**src/rtl/brick_move_ctrl_pkg.sv**
```systemverilog
// -----------------------------------------------------------------------------
// brick_move_ctrl_pkg
// Shared definitions for the active-brick sequencer:
//   - default geometry (coordinate widths, board limit, spawn point)
//   - brick type codes (0 = no brick shown, 1..7 = the seven tetrominoes)
//   - controller state encoding and trial-kind codes
//   - request arbitration helper (drop > rot > left > right > down > gravity)
// A position is packed as {x, y}.
// -----------------------------------------------------------------------------
package brick_move_ctrl_pkg;

    localparam int X_W_DEF     = 4;
    localparam int Y_W_DEF     = 5;
    localparam int X_MAX_DEF   = 11;
    localparam int SPAWN_X_DEF = 6;
    localparam int SPAWN_Y_DEF = 18;
    localparam int DIR_W_DEF   = 2;
    localparam int TYPE_W_DEF  = 3;

    localparam logic [2:0] BRICK_NONE = 3'd0;
    localparam logic [2:0] BRICK_I    = 3'd1;
    localparam logic [2:0] BRICK_O    = 3'd2;
    localparam logic [2:0] BRICK_T    = 3'd3;
    localparam logic [2:0] BRICK_S    = 3'd4;
    localparam logic [2:0] BRICK_Z    = 3'd5;
    localparam logic [2:0] BRICK_J    = 3'd6;
    localparam logic [2:0] BRICK_L    = 3'd7;

    typedef enum logic [2:0] {
        ST_IDLE  = 3'd0,
        ST_SPAWN = 3'd1,
        ST_READY = 3'd2,
        ST_CHECK = 3'd3,
        ST_LOCK  = 3'd4,
        ST_CLEAR = 3'd5,
        ST_OVER  = 3'd6
    } state_e;

    typedef enum logic [2:0] {
        K_NONE  = 3'd0,
        K_SPAWN = 3'd1,
        K_LEFT  = 3'd2,
        K_RIGHT = 3'd3,
        K_ROT   = 3'd4,
        K_DOWN  = 3'd5,
        K_DROP  = 3'd6
    } kind_e;

    // One winner per READY cycle; gravity only when no key asks for anything.
    function automatic kind_e pick_request(input logic drop, input logic rot,
                                           input logic left, input logic right,
                                           input logic down, input logic grav);
        kind_e k;
        if (drop)              k = K_DROP;
        else if (rot)          k = K_ROT;
        else if (left)         k = K_LEFT;
        else if (right)        k = K_RIGHT;
        else if (down || grav) k = K_DOWN;
        else                   k = K_NONE;
        return k;
    endfunction

endpackage

```
**src/rtl/brick_move_ctrl_trial_gen.sv**
```systemverilog
// -----------------------------------------------------------------------------
// brick_trial_gen
// Combinational trial former. From a base brick placement and a trial kind it
// produces the candidate placement and a forced-collided flag for moves that
// would leave the board (left at x=0, right at x=X_MAX, down/drop at y=0).
// The candidate is still produced (it wraps), but the flag tells the
// controller to treat it as collided regardless of the collision checker.
// Ports:
//   base_x/base_y/base_dir   in   placement the trial is derived from
//   kind                     in   trial kind (LEFT/RIGHT/ROT/DOWN/DROP)
//   trial_x/trial_y/trial_dir out  candidate placement
//   forced                   out  trial leaves the board
// -----------------------------------------------------------------------------
module brick_trial_gen
    import brick_move_ctrl_pkg::*;
#(
    parameter int X_W   = X_W_DEF,
    parameter int Y_W   = Y_W_DEF,
    parameter int DIR_W = DIR_W_DEF,
    parameter int X_MAX = X_MAX_DEF
) (
    input  logic [X_W-1:0]   base_x,
    input  logic [Y_W-1:0]   base_y,
    input  logic [DIR_W-1:0] base_dir,
    input  kind_e            kind,
    output logic [X_W-1:0]   trial_x,
    output logic [Y_W-1:0]   trial_y,
    output logic [DIR_W-1:0] trial_dir,
    output logic             forced
);

    always_comb begin
        trial_x   = base_x;
        trial_y   = base_y;
        trial_dir = base_dir;
        forced    = 1'b0;
        case (kind)
            K_LEFT: begin
                trial_x = base_x - 1'b1;
                forced  = (base_x == '0);
            end
            K_RIGHT: begin
                trial_x = base_x + 1'b1;
                forced  = (base_x == X_W'(X_MAX));
            end
            K_ROT: begin
                trial_dir = base_dir + 1'b1;   // wraps modulo 2**DIR_W
            end
            K_DOWN, K_DROP: begin
                trial_y = base_y - 1'b1;
                forced  = (base_y == '0);
            end
            default: ;
        endcase
    end

endmodule

```
**src/rtl/brick_move_ctrl.sv**
```systemverilog
// -----------------------------------------------------------------------------
// brick_move_ctrl
// Sequences the active brick of one game. Arbitrates key requests against the
// gravity tick, presents one trial placement per check to the shared
// collision checker, commits free trials, and on a blocked fall locks the
// brick, waits for the line clear and spawns the next brick.
// Ports:
//   clk, rst                       clock, synchronous active-high reset
//   start                          begin a game from IDLE
//   key_left/right/rot/down/drop   one-cycle move requests
//   grav_tick                      one-cycle gravity pulse (remembered)
//   next_type                      brick type used at the next spawn
//   try_pos/try_dir/try_type       trial placement to the collision checker
//   is_collided                    checker result for the try_* placement
//   cur_pos/cur_dir/cur_type       committed brick (type 0 = empty)
//   lock_req                       one-cycle: write cur_* into the board
//   clear_req / clear_done         line clear handshake
//   game_over                      sticky until rst
//   busy                           low only in READY
// -----------------------------------------------------------------------------
module brick_move_ctrl
    import brick_move_ctrl_pkg::*;
#(
    parameter int X_W     = X_W_DEF,
    parameter int Y_W     = Y_W_DEF,
    parameter int X_MAX   = X_MAX_DEF,
    parameter int SPAWN_X = SPAWN_X_DEF,
    parameter int SPAWN_Y = SPAWN_Y_DEF,
    parameter int DIR_W   = DIR_W_DEF,
    parameter int TYPE_W  = TYPE_W_DEF
) (
    input  logic                 clk,
    input  logic                 rst,
    input  logic                 start,
    input  logic                 key_left,
    input  logic                 key_right,
    input  logic                 key_rot,
    input  logic                 key_down,
    input  logic                 key_drop,
    input  logic                 grav_tick,
    input  logic [TYPE_W-1:0]    next_type,
    output logic [X_W+Y_W-1:0]   try_pos,
    output logic [DIR_W-1:0]     try_dir,
    output logic [TYPE_W-1:0]    try_type,
    input  logic                 is_collided,
    output logic [X_W+Y_W-1:0]   cur_pos,
    output logic [DIR_W-1:0]     cur_dir,
    output logic [TYPE_W-1:0]    cur_type,
    output logic                 lock_req,
    output logic                 clear_req,
    input  logic                 clear_done,
    output logic                 game_over,
    output logic                 busy
);

    localparam logic [X_W-1:0] SPAWN_XV = X_W'(SPAWN_X);
    localparam logic [Y_W-1:0] SPAWN_YV = Y_W'(SPAWN_Y);

    state_e              state_q, state_d;
    kind_e               kind_q, kind_d, req_kind, gen_kind;
    logic [X_W-1:0]      cur_x_q, cur_x_d, try_x_q, try_x_d, base_x, gen_x;
    logic [Y_W-1:0]      cur_y_q, cur_y_d, try_y_q, try_y_d, base_y, gen_y;
    logic [DIR_W-1:0]    cur_dir_q, cur_dir_d, try_dir_q, try_dir_d, base_dir, gen_dir;
    logic [TYPE_W-1:0]   cur_type_q, cur_type_d, try_type_q, try_type_d;
    logic                forced_q, forced_d, gen_forced;
    logic                grav_pend_q, grav_pend_d;
    logic                collided;

    assign req_kind = pick_request(key_drop, key_rot, key_left, key_right,
                                   key_down, grav_pend_q);
    assign collided = forced_q | is_collided;

    // In CHECK the generator extends a hard drop from the trial just found
    // free; everywhere else it forms the trial from the committed brick.
    always_comb begin
        if (state_q == ST_CHECK) begin
            base_x   = try_x_q;
            base_y   = try_y_q;
            base_dir = try_dir_q;
            gen_kind = K_DROP;
        end else begin
            base_x   = cur_x_q;
            base_y   = cur_y_q;
            base_dir = cur_dir_q;
            gen_kind = req_kind;
        end
    end

    brick_trial_gen #(
        .X_W   (X_W),
        .Y_W   (Y_W),
        .DIR_W (DIR_W),
        .X_MAX (X_MAX)
    ) u_trial_gen (
        .base_x    (base_x),
        .base_y    (base_y),
        .base_dir  (base_dir),
        .kind      (gen_kind),
        .trial_x   (gen_x),
        .trial_y   (gen_y),
        .trial_dir (gen_dir),
        .forced    (gen_forced)
    );

    // State and placement registers
    always_ff @(posedge clk) begin
        if (rst) begin
            state_q     <= ST_IDLE;
            kind_q      <= K_NONE;
            cur_x_q     <= SPAWN_XV;
            cur_y_q     <= SPAWN_YV;
            cur_dir_q   <= '0;
            cur_type_q  <= '0;
            try_x_q     <= SPAWN_XV;
            try_y_q     <= SPAWN_YV;
            try_dir_q   <= '0;
            try_type_q  <= '0;
            forced_q    <= 1'b0;
            grav_pend_q <= 1'b0;
        end else begin
            state_q     <= state_d;
            kind_q      <= kind_d;
            cur_x_q     <= cur_x_d;
            cur_y_q     <= cur_y_d;
            cur_dir_q   <= cur_dir_d;
            cur_type_q  <= cur_type_d;
            try_x_q     <= try_x_d;
            try_y_q     <= try_y_d;
            try_dir_q   <= try_dir_d;
            try_type_q  <= try_type_d;
            forced_q    <= forced_d;
            grav_pend_q <= grav_pend_d;
        end
    end

    // Next-state and placement update
    always_comb begin
        state_d     = state_q;
        kind_d      = kind_q;
        cur_x_d     = cur_x_q;
        cur_y_d     = cur_y_q;
        cur_dir_d   = cur_dir_q;
        cur_type_d  = cur_type_q;
        try_x_d     = try_x_q;
        try_y_d     = try_y_q;
        try_dir_d   = try_dir_q;
        try_type_d  = try_type_q;
        forced_d    = forced_q;
        grav_pend_d = grav_pend_q | grav_tick;

        case (state_q)
            ST_IDLE: begin
                if (start) state_d = ST_SPAWN;
            end
            ST_SPAWN: begin
                try_x_d    = SPAWN_XV;
                try_y_d    = SPAWN_YV;
                try_dir_d  = '0;
                try_type_d = next_type;
                kind_d     = K_SPAWN;
                forced_d   = 1'b0;
                state_d    = ST_CHECK;
            end
            ST_READY: begin
                if (req_kind != K_NONE) begin
                    try_x_d    = gen_x;
                    try_y_d    = gen_y;
                    try_dir_d  = gen_dir;
                    try_type_d = cur_type_q;
                    kind_d     = req_kind;
                    forced_d   = gen_forced;
                    state_d    = ST_CHECK;
                    // A key-down also absorbs any pending gravity step.
                    if (req_kind == K_DOWN) grav_pend_d = grav_tick;
                end
            end
            ST_CHECK: begin
                if (!collided) begin
                    cur_x_d    = try_x_q;
                    cur_y_d    = try_y_q;
                    cur_dir_d  = try_dir_q;
                    cur_type_d = try_type_q;
                    if (kind_q == K_DROP) begin
                        try_y_d  = gen_y;
                        forced_d = gen_forced;
                    end else begin
                        state_d = ST_READY;
                    end
                end else begin
                    case (kind_q)
                        K_DOWN, K_DROP: state_d = ST_LOCK;
                        K_SPAWN: begin
                            cur_type_d = try_type_q;
                            state_d    = ST_OVER;
                        end
                        default: state_d = ST_READY;
                    endcase
                end
            end
            ST_LOCK: begin
                state_d = ST_CLEAR;
            end
            ST_CLEAR: begin
                if (clear_done) state_d = ST_SPAWN;
            end
            ST_OVER: ;
            default: state_d = ST_IDLE;
        endcase
    end

    // Outputs
    always_comb begin
        try_pos   = {try_x_q, try_y_q};
        try_dir   = try_dir_q;
        try_type  = try_type_q;
        cur_pos   = {cur_x_q, cur_y_q};
        cur_dir   = cur_dir_q;
        cur_type  = cur_type_q;
        lock_req  = (state_q == ST_LOCK);
        clear_req = (state_q == ST_CLEAR);
        game_over = (state_q == ST_OVER);
        busy      = (state_q != ST_READY);
    end

endmodule
```
**config.mk**
```make
export PLATFORM = sky130hd
export DESIGN_NAME = brick_move_ctrl
export DESIGN_NICKNAME = d
export VERILOG_FILES = /design/src/rtl/brick_move_ctrl_pkg.sv /design/src/rtl/brick_move_ctrl_trial_gen.sv /design/src/rtl/brick_move_ctrl.sv
export SDC_FILE = /design/constraint.sdc
export NUM_CORES = 1
export LEC_CHECK = 0
export CAP_MARGIN = 15
export CORE_ASPECT_RATIO = 0.8
export CORE_MARGIN = 1
export CORE_UTILIZATION = 45
export CTS_BUF_LIST = sky130_fd_sc_hd__clkbuf_16
export DETAILED_ROUTE_END_ITERATION = 8
export PLACE_DENSITY = 0.81
export SKIP_LAST_GASP = 1
export SLEW_MARGIN = 10
export SYNTH_ARGS = -nofsm -noshare
export SYNTH_HDL_FRONTEND = slang
export SYNTH_HIERARCHICAL = 1
export SYNTH_SLANG_ARGS = --single-unit
```
**constraint.sdc**
```tcl
create_clock -name clk -period 6 [get_ports clk]
set_input_delay 1.2 -clock clk [delete_from_list [all_inputs] [get_ports clk]]
set_output_delay 1.2 -clock clk [all_outputs]
set_load 0.05 [all_outputs]
```
* Word-level counts from Yosys, hierarchy flattened *
Index checks and enable logic that the tools add are counted.

cells by class
  add/sub/neg operators = 4
  reductions and logical operators = 14
  equal/unequal tests = 24
  bitwise logic cells = 4
  mux-type cells = 41

operator list
  kind                   number
  $mux W3                15
  $eq A3 B3 Y1 const B   9
  $mux W5                5
  $pmux W3 S7            1
  $pmux W3 S2            3
  $pmux W4 S2            2
  $pmux W5 S3            1
  $eq A3 B2 Y1 const B   4
  $mux W4                2
  $eq A3 B1 Y1 const B   2
  $mux W1                6
  $mux W2                3
  $ne A2 B1 Y1 const B   3
  $ne A2 B2 Y1 const B   3
  $pmux W1 S3            2
  $reduce_and A2 Y1      3
  $reduce_bool A3 Y1     2
  $logic_not A5 Y1       1
  $reduce_and A5 Y1      1
  $sub A5 B1 Y5 const B  1
  $add A4 B1 Y4 const B  1
  $eq A4 B4 Y1 const B   1
  $logic_not A4 Y1       1
  $pmux W2 S2            1
  11 further kinds       14

storage, ports and cells
  register bits = 36
  input port bits = 14
  output and inout port bits = 32
  word-level logic and storage cells = 99

* Logic depth before layout (Yosys ltp) *
  depth in word-level cells = 13
  mapped depth = 13
  depth with buffers taken out = 11

* Modules after synthesis *
Netlist, hierarchy kept.

by module, submodules not included
  module           cells an instance  sequential area each (µm²)  instances  area an instance (µm²)
  brick_move_ctrl  237                720.7                       1          1,800.5
  brick_trial_gen  53                 0.0                         1          386.6

* Least setup slack after synthesis *
OpenSTA, ideal clock, no wires.

  kind = input port to flip-flop
  start = input port key_rot
  end = register try_x_q[3]
  arrival time = 3.347 ns
  stages on the path = 12
  required time = 5.868 ns
  path buffers = 1
  setup time = 0.132 ns
  path slack = 2.521 ns
  path through = nor2_1 > o31a_1 > nand2_1 > buf_6 > and2b_2 > nand2_1 > ha_1 > or4b_1 > o221ai_1 > o211ai_1 > nand3_1 > a21oi_1

on the way
  cells in the longest elaborated chain, start to end = 7
  elaborated cells on any way between the ends = 11
  those cells by class = 3 x eq/ne; 6 x mux; 2 x reduce/logical

ends and longest elaborated chain
  item                  RTL line                         source
  start, declared       brick_move_ctrl.sv:37            input logic key_rot,
  $mux W3 *             brick_move_ctrl_pkg.sv:55        else if (rot) k = K_ROT;
  $mux W3 *             brick_move_ctrl_pkg.sv:54        if (drop) k = K_DROP;
  $mux W3 *             brick_move_ctrl.sv:76            if (state_q == ST_CHECK) begin
  via gen_kind[2]       brick_move_ctrl.sv:60            kind_e kind_q, kind_d, req_kind, gen_kind;
  $eq A3 B2 Y1          brick_move_ctrl_trial_gen.sv:37  case (kind)
  $pmux W4 S2 *         brick_move_ctrl_trial_gen.sv:37
  via gen_x[3]          brick_move_ctrl.sv:61            logic [X_W-1:0] cur_x_q, cur_x_d, try_x_q, try_x_d, base_x, gen_x;
  $mux W4 *             brick_move_ctrl.sv:165           if (req_kind != K_NONE) begin
  $pmux W4 S2 *         brick_move_ctrl.sv:151           case (state_q)
  end signal, assigned  brick_move_ctrl.sv:127           try_x_q <= try_x_d;
  end, declared         brick_move_ctrl.sv:61

The timed path passes the listed nets; every way through them passes the cells marked *. The select of a mux whose other input is x is not followed.
A chain may end at the register's enable or synchronous reset.

* Worst setup path after layout *
Same ends and word-level chain as after synthesis.

==> flow_summary_export.csv <==
group,metric,value,unit
routing,via_per_inst,5.67,
pwr,power_frac_comb,0.458,
sta,fin_tns_setup,0,ns
floorplan,floorplan.io_pins,46,
clock_network,cts.hold.buffers_added,0,
routing,routed_wirelength,5.50,mm
clock_network,postCtsSetupRepairBufs,0,
pwr,power_per_cell_area,372,nW/um^2
critical_path,register_to_register_path_setup_slack,2.50,ns
worst_hold_path,worst_hold_startpoint,"cur_x_q[0]",
global_route,grt_pass1_wl,9.13,mm
clock_network,tritoncts,"done",
logic_synthesis,synthesis.area,2190,sq um
pwr,clock_share_of_power,0.232,
global_route,number_of_global_route_vias_before_repair,1966,
logic_synthesis,synth_nets,308,
logic_synthesis,yosys_register_bits,36,
critical_path,r2r_start,"state_q[0]",
run_status,run_status,"complete, no violations",
logic_synthesis,yosysTopAreaCellShare,0.330,
clock_network,clock_latency,0.28,ns
pwr,internal_power,0.000588,W
floorplan,die_w,79.9,um
routing,drtAntennaViolNets,0,
sta,final_cycle_share,0.675,
pwr,vdd_ir_drop_max,0.000238,V
floorplan,core_area,4620,sq um
global_route,remaining_global_route_overflow,0,
logic_synthesis,synth_area_leaders,"sky130_fd_sc_hd__dfxtp_1 33%, sky130_fd_sc_hd__nand2_1 14%, sky130_fd_sc_hd__a21oi_1 4.6%, sky130_fd_sc_hd__nor2_1 3.8%, sky130_fd_sc_hd__nand3_1 3.7%",
final_layout,layout-drive-gt1-share,0.0398,
routing,iteration_0_drc_count_of_the_detailed_router,129,
sta,setup_repair_after_global_routing_missed_its_margin,"false",
clock_network,cts_made_buffers,5,
final_layout,final_nets,345,
sta,finalHoldViolations,0,
sta,layout_min_cycle_time,4.05,ns
sta,worst_slew_pin_slew,0.872,ns
clock_network,clk_pin_slew,0.05,ns
critical_path,critical_path_peak_fanout,10,
global_route,grt_start_max_net_pins,33,
placement,preCtsSetupSlack,1.73,ns
sta,post-route-worst-setup-slack,1.95,ns
sta,drv_slew,0,
routing,remaining_routing_drc_violations,0,
logic_synthesis,cell_count_after_synthesis,290,
logic_synthesis,synth_seq_area_share,0.330,
placement,place.port_buffers,45,
logic_synthesis,synth_area_leader_cell,"sky130_fd_sc_hd__dfxtp_1",
critical_path,critPathCaptureType,"flop",
job,max_cap_violations,0,
worst_hold_path,min_delay_path_depth,2,
logic_synthesis,average_cell_area_after_synthesis,7.54,sq um
logic_synthesis,synth.most_common_cell,"sky130_fd_sc_hd__nand2_1",
clock_network,cts_root_buf,"sky130_fd_sc_hd__clkbuf_16",
critical_path,reg2reg_depth,10,
logic_synthesis,async_flop_share,0,
critical_path,criticalPathCategory,"primary input to flop",
worst_hold_path,hold-path-endpoint,"cur_x_q[0]",
routing,route.detailed.wl_per_inst,14.2,um
sta,skew,0.00412,ns
floorplan,rows,22,
floorplan,fp.dieH,64.4,um
sta,worst_rel_slew_slack,0.419,
global_route,grt_antenna_before_repair,0,
clock_network,cts.sinks,36,
logic_synthesis,netlist_top_cells_count,"79 x sky130_fd_sc_hd__nand2_1, 36 x sky130_fd_sc_hd__dfxtp_1, 22 x sky130_fd_sc_hd__nor2_1",
logic_synthesis,yosysUniqueCellTypes,53,
placement,routabilityCongestion,0.903,
critical_path,required,6.15,ns
placement,place.detailed.hpwl,3.80,mm
critical_path,worst_setup_path_start_kind,"primary input",
global_route,grt_usage,0.229,
floorplan,floorplan.initialDensity,0.473,
worst_hold_path,timing.hold.worst.class,"flop to flop",
clock_network,clock_tree.buffer_depth,2,
pwr,power.switching,0.000440,W
sta,fmax,247,MHz
logic_synthesis,ys_dominant_reg_cell,"sky130_fd_sc_hd__dfxtp_1",
pwr,switching_share,0.428,
final_layout,syn_to_final_growth,26.3,%
routing,routed-via-count,2195,
routing,number_of_optimization_iterations_in_the_first_detailed_route_pass,4,
clock_network,resized_gates_after_cts,0,
final_layout,insertedDiodeCount,0,
sta,finalSetupViolations,0,
floorplan,dieArea,5140,sq um
logic_synthesis,edff_count_synth,0,
pwr,power,0.00103,W
critical_path,regToRegEndpoint,"try_x_q[3]",
pwr,power.leakage,1.04,nW
pwr,register_share_of_total_power,0.310,
clock_network,cts-htree-levels,2,
logic_synthesis,ys.warnings.count,6,
critical_path,worst-endpoint-arrival,4.20,ns
-- cell usage in the layout, fill, tap and decap left out, types with 3 or more instances in the layout --
| cell | n |
|---|---|
| sky130_fd_sc_hd__o21ai_0 | 4 |
| sky130_fd_sc_hd__or4_1 | 3 |
| sky130_fd_sc_hd__a211o_1 | 3 |
| sky130_fd_sc_hd__a21oi_1 | 20 |
| sky130_fd_sc_hd__nor3b_1 | 4 |
| sky130_fd_sc_hd__clkdlybuf4s50_1 | 45 |
| sky130_fd_sc_hd__nand3_1 | 16 |
| sky130_fd_sc_hd__nor2_1 | 22 |
| sky130_fd_sc_hd__nand2_1 | 79 |
| sky130_fd_sc_hd__a311oi_1 | 4 |
| sky130_fd_sc_hd__clkinv_1 | 3 |
| sky130_fd_sc_hd__nor3_1 | 9 |
| sky130_fd_sc_hd__dfxtp_1 | 36 |
| sky130_fd_sc_hd__ha_1 | 3 |
| sky130_fd_sc_hd__clkbuf_16 | 5 |
| sky130_fd_sc_hd__or4b_1 | 3 |
| sky130_fd_sc_hd__mux2i_1 | 7 |
| sky130_fd_sc_hd__xnor2_1 | 9 |
| sky130_fd_sc_hd__o21ai_1 | 3 |
| sky130_fd_sc_hd__nand2b_1 | 4 |
| sky130_fd_sc_hd__inv_1 | 9 |
-- kinds of logic after synthesis --
kind of cell | synth area share
flops | 0.330
buf+inv | 0.0635
xor+xnor | 0.0441
compound gates | 0.181
simple gates | 0.324
mux | 0.0320
fa+ha+maj | 0.0263
-- final cells by class --
cell class / count / area, sq um
fill: 440 / 1860
inverter: 11 / 41.3
tap: 60 / 75.1
sequential: 36 / 721
multi-input combinational: 226 / 1330
clock inverter: 2 / 7.51
timing repair buffer: 47 / 465
clock buffer: 5 / 125
-- layer usage --
layer	share of wire	vias up	GRT usage
met5	0	-	0
met4	0.021	0	0.0893
met3	0.062	18	0.0600
met2	0.44	79	0.365
met1	0.48	1016	0.294
li1	-	1082	-
-- power groups by stage --
stage	logic (W)	clock network, W	registers, W
after floorplan	0.000299	0	0.000380
after global placement	0.000463	0	0.000320
after detailed placement	0.000465	0	0.000322
after CTS	0.000471	0.000246	0.000318
after global routing	0.000513	0.000255	0.000324
final	0.000471	0.000239	0.000319
-- flip-flops by register name, indices dropped and copies added, names as in the netlist --
register     flops
cur_dir          2
try_y_q          5
try_x_q          4
state_q          3
try_dir          2
cur_x_q          4
cur_type         3
grav_pend_q      1
forced_q         1
kind_q           3
cur_y_q          5
try_type         3
-- stage by stage --
step / cells / hold WS (ns) / area, sq um / utilization
floorplan: 290 / 0.473 / 2190 / -
global placement: 380 / 0.457 / 2630 / 0.569
detailed placement: 380 / 0.470 / 2630 / 0.569
CTS: 387 / 0.478 / 2760 / 0.597
global route: 387 / 0.499 / 2760 / 0.597
finish: 387 / 0.471 / 2760 / 0.597
-- worst max-delay path by stage --
stage,to,slack [ns],cells after the start,from
after global routing,try_x_q[3],1.73,12,key_rot
after floorplan,try_x_q[3],2.52,12,key_rot
after CTS,try_x_q[3],2.01,12,key_rot
final,try_x_q[3],1.95,12,key_rot
after global placement,try_x_q[3],1.84,12,key_rot
after detailed placement,try_x_q[3],1.73,12,key_rot
-- worst max-delay path: stages --
cell                              delay [ns]
sky130_fd_sc_hd__clkdlybuf4s50_1        0.45
sky130_fd_sc_hd__nor2_1                 0.31
sky130_fd_sc_hd__o31a_1                 0.25
sky130_fd_sc_hd__nand2_1                0.20
sky130_fd_sc_hd__and2b_2                0.34
sky130_fd_sc_hd__nand2_1                0.12
sky130_fd_sc_hd__ha_1                   0.40
sky130_fd_sc_hd__or4b_1                 0.48
sky130_fd_sc_hd__o221ai_1               0.20
sky130_fd_sc_hd__o211ai_1               0.11
sky130_fd_sc_hd__nand3_1                0.07
sky130_fd_sc_hd__a21oi_1                0.07
Note: power is estimated with default switching activity, not from simulation.
